`config.mk`:
```
export PLATFORM = sky130hd
export DESIGN_NAME = mul_shiftadd_acc
export DESIGN_NICKNAME = d
export VERILOG_FILES = /design/src/rtl/mul_shiftadd_acc.sv
export SDC_FILE = /design/constraint.sdc
export NUM_CORES = 1
export LEC_CHECK = 0
export ABC_AREA = 0
export ABC_CLOCK_PERIOD_IN_PS = 2800
export CORE_MARGIN = 8
export CORE_UTILIZATION = 39
export CTS_BUF_LIST = sky130_fd_sc_hd__clkbuf_8
export DETAILED_ROUTE_END_ITERATION = 10
export DONT_BUFFER_PORTS = 1
export PLACE_DENSITY = 0.59
export SYNTH_ARGS = -nofsm -noshare
export SYNTH_HDL_FRONTEND = slang
export SYNTH_SLANG_ARGS = --single-unit
```
`constraint.sdc`:
```
create_clock -name clk -period 2.8 [get_ports clk]
set_input_delay 0.14 -clock clk [delete_from_list [all_inputs] [get_ports clk]]
set_output_delay 0.14 -clock clk [all_outputs]
set_load 0.05 [all_outputs]
```
`src/rtl/mul_shiftadd_acc.sv`:
```
// Sequential shift-add multiply-accumulator: product = multiplicand * multiplier + addend.
// One multiplier bit is consumed per clock. Start/done timing matches the subtract-shift divider.
module mul_shiftadd_acc #(
    parameter int unsigned DATA_W = 32
) (
    input  logic                  clk,
    input  logic                  rst,
    input  logic                  start,
    input  logic [DATA_W-1:0]     multiplicand,
    input  logic [DATA_W-1:0]     multiplier,
    input  logic [DATA_W-1:0]     addend,
    output logic                  busy,
    output logic                  done,
    output logic [2*DATA_W-1:0]   product
);
    localparam int unsigned PC_W = $clog2(DATA_W + 5) + 1;
    localparam int unsigned P_W  = 2 * DATA_W + 1;

    localparam logic [PC_W-1:0] PC_IDLE    = PC_W'(0);
    localparam logic [PC_W-1:0] PC_LAST    = PC_W'(DATA_W);
    localparam logic [PC_W-1:0] PC_FINISH  = PC_W'(DATA_W + 1);

    logic [PC_W-1:0]   pc;
    logic [DATA_W-1:0] a_reg;
    logic [P_W-1:0]    p;
    logic [DATA_W:0]   hi;
    logic [DATA_W:0]   sum;

    assign hi = p[2*DATA_W:DATA_W];

    // Partial-product add; hi never exceeds DATA_W bits, so the extra bit holds the carry.
    always_comb begin
        sum = hi;
        if (p[0]) begin
            sum = hi + {1'b0, a_reg};
        end
    end

    always_ff @(posedge clk or posedge rst) begin
        if (rst) begin
            pc    <= PC_IDLE;
            a_reg <= '0;
            p     <= '0;
            done  <= 1'b0;
        end else if (pc == PC_IDLE) begin
            done <= 1'b0;
            if (start) begin
                a_reg <= multiplicand;
                p     <= {1'b0, addend, multiplier};
                pc    <= PC_W'(1);
            end
        end else if (pc <= PC_LAST) begin
            // Logical right shift of the whole P with the add carry shifted in.
            p  <= {1'b0, sum, p[DATA_W-1:1]};
            pc <= pc + PC_W'(1);
        end else if (pc == PC_FINISH) begin
            done <= 1'b1;
            pc   <= pc + PC_W'(1);
        end else begin
            done <= 1'b0;
            pc   <= PC_IDLE;
        end
    end

    assign busy    = (pc != PC_IDLE);
    assign product = p[2*DATA_W-1:0];

endmodule
```
==> results.tsv <==
metric	value	unit
First-pass DRT Iterations	5	
period utilization	94.7	%
CP Class	reg2reg	
multiplexer share of the synthesized area	2.13	%
CP required	3.11	ns
share of cells above drive strength 1	10.8	%
Sequential Area	2610	sq um
Max clock buf depth	2	
routed len/inst	17.9	um
Compound-Gate Fraction of Synth Area	21.6	%
IO Pins	165	
CORE AREA	17100	sq um
Area Overhead vs Synth	24.5	%
initial antenna violation count	0	
top cells by count, synth	nand2_1 (236), dfrtp_1 (104), nor2_1 (69)	
cell taking the most area after synthesis	dfrtp_1	
CTS clk-pin slew, worst paths	0.11	ns
dpl hpwl	15000	um
max_slew headroom	43.8	%
fraction of the mapped netlist area in adder cells	6.84	%
DIE AREA	21600	sq um
MaxCap Viol Count	0	
critical path's top delay family	compound AO/OA/AOI/OAI gates	
FFs w/ async S/R, synth	100	%
crit-path cells	ha_1 > fa_2 > a21oi_2 > o221ai_2 > a221oi_4 > o21ai_2 > o22ai_2 > buf_4 > xor2_1 > a211o_1 > o21ai_0	
Design Power	12.6	mW
CP Launch Type	flop	
cell count after placement	1066	
fillers	1669	
count leader, synth	nand2_1	
PortBufs	0	
DRC viols	0	
unrepaired setup endpoints after global routing	false	
Clock Skews	0.00994	ns
footprint of the multi-input gates	3830	sq um
Power Dens Cells	1520	nW/um^2
vias per cell	5.41	
Placer Congestion	0.852	
GRT Residual Overflow	0	
# rows	48	
routed vias	6336	
largest net degree at the start of global routing	105	
post-route ant nets	0	
vias in the first global route	6228	
maximum vdd drop	0.554	mV
final std cells w/o fill	1172	
CP max FO	3	
sequential-to-total area share from yosys stat	38.9	%
crit path buf inv count	1	
Nets	1077	
total CTS buffers	9	
cell count after synthesis	836	
first-pass GRT wire length	34200	um
WP data arrival	2.96	ns
Hold Crit Class	in2reg	
top post-synthesis cells by area	dfrtp_1 (39%), nand2_1 (13%), ha_1 (6.5%)	
# diodes	0	
max FFs per register	64	
total track usage	19.5	%
post-synth cell types	71	
Post-Syn Area per Cell	8.01	sq um
xor/xnor share of the synthesized area	3.40	%
Util after Layout	48.9	%
Die Y	147	um
leak pwr	3.77	nW
Mapped Nets	971	
Starting DRT DRC Count	315	
CTS tree	built	
Post-Syn Area	6690	sq um
Max Slew Vio Count	0	
share of the synthesized area in the top cell type	38.9	%
Die X	147	um
final worst slack	0.147	ns
Clk Latency, worst-skew pair	0.39	ns
final hold vios	0	
min Tclk post-route	2.65	ns
CP max stage cell	dfrtp_2	
status	completed	
Setup WS pre-CTS	-0.0132	ns
fmax	0.377	GHz
Initial Util	39.2	%
crit-path max cell delay	0.42	ns
EDFF count, synth	0	
Final setup viols	0	
Worst setup EP type	flop	
CTS sink count	104	
Yosys warning total	0	
synthesized flop and latch total	104	
Least-Margin Pin Slew	0.834	ns
Most used DFF post-synth	dfrtp_1	
main combinational cell family by area after synthesis	simple AND/OR/NAND/NOR gates	
H-tree levels	3	
root buffer cell	clkbuf_8	
Synth Area in Simple Gates	22.8	%
Post-Route WL	21000	um
==> worst min-delay path, stage by stage <==
cell and delay (ns):
o32ai_1 0.09, nand2_1 0.06, o21ai_0 0.06, a31oi_1 0.04
==> stage by stage <==
step,hold slack [ns],setup TNS [ns],cell area (sq um)
after floorplan,0.245,0,6700
after global placement,0.241,0,7220
after detailed placement,0.242,-0.0132,7220
after CTS,0.0207,0,8320
after global routing,0.0456,0,8330
final,0.0394,0,8330
==> cells by family (layout without fill, tap and decap cells) <==
kind of cell / Yosys count / in the layout
buffers and inverters: 70 / 181
AND/OR/NAND/NOR: 366 / 366
multiplexers: 14 / 14
XOR/XNOR: 26 / 26
adder cells (fa/ha/maj): 36 / 36
AO/OA/AOI/OAI: 219 / 219
flip-flops: 104 / 104
other: 1 / 1
==> cell type report <==
| class | instances | area share [%] |
|---|---|---|
| flip-flops and latches | 104 | 31.3 |
| clock buffers | 9 | 1.49 |
| inverters | 21 | 0.991 |
| well taps | 225 | 3.38 |
| multi-input cells | 662 | 45.9 |
| clock inverters | 7 | 0.871 |
| repair buffers | 144 | 16.1 |
==> final timing paths <==
path                            startpoint   endpoint  slack [ns]  cells past startpoint
worst max-delay path                 p[32]      p[51]        0.15                     11
worst min register to register   a_reg[18]  a_reg[18]        0.49                      2
min in group asynchronous              rst      p[23]        0.36                      3
worst max register to register       p[32]      p[51]        0.15                     11
worst min-delay path            addend[17]      p[49]        0.04                      4
max in group asynchronous              rst      p[32]        1.94                      3
==> where the power goes <==
group	leakage (nW)	internal [mW]	total, mW	switching, mW
clock	0.101	0.416	0.991	0.575
sequential	1.23	2.19	3.54	1.35
combinational	2.45	3.09	8.11	5.03
total	3.77	5.69	12.6	6.95
==> cells in the final DEF, fill, tap and decap left out, types with 3 or more instances in the layout <==
cell           instances
nor2b_1                6
xnor2_1               20
a21oi_2                5
inv_1                 20
a21o_1                10
o21ai_1                4
o211ai_1               8
nor2_1                69
a211oi_1               7
xor2_1                 6
nand2_1              234
clkbuf_8               9
and3_1                 4
dlygate4sd3_1         89
ha_1                  35
buf_12                 3
nand2b_1               5
a21oi_1               56
dfrtp_1              102
a31oi_1               47
mux2i_1               12
o31ai_1                5
a221oi_1               3
o21bai_1               3
o21ai_0               36
o211ai_2               3
nor3_1                 7
buf_4                 52
nand4_1                7
nand3_1               15
==> metal layers <==
metal	track usage [%]	share of wire (%)
met3	5.35	7.4
met4	6.22	1.7
met2	30.9	45
met1	25.4	45
met5	0	0
==> timing repair <==
action	CTS	global route
setup endpoints to repair	2	6
endpoints found under the hold margin	193	0
resized for setup	0	3
pin swaps	1	4
hold buffers	89	0
buffers inserted	1	0
Note: power is estimated with default switching activity, not from simulation.
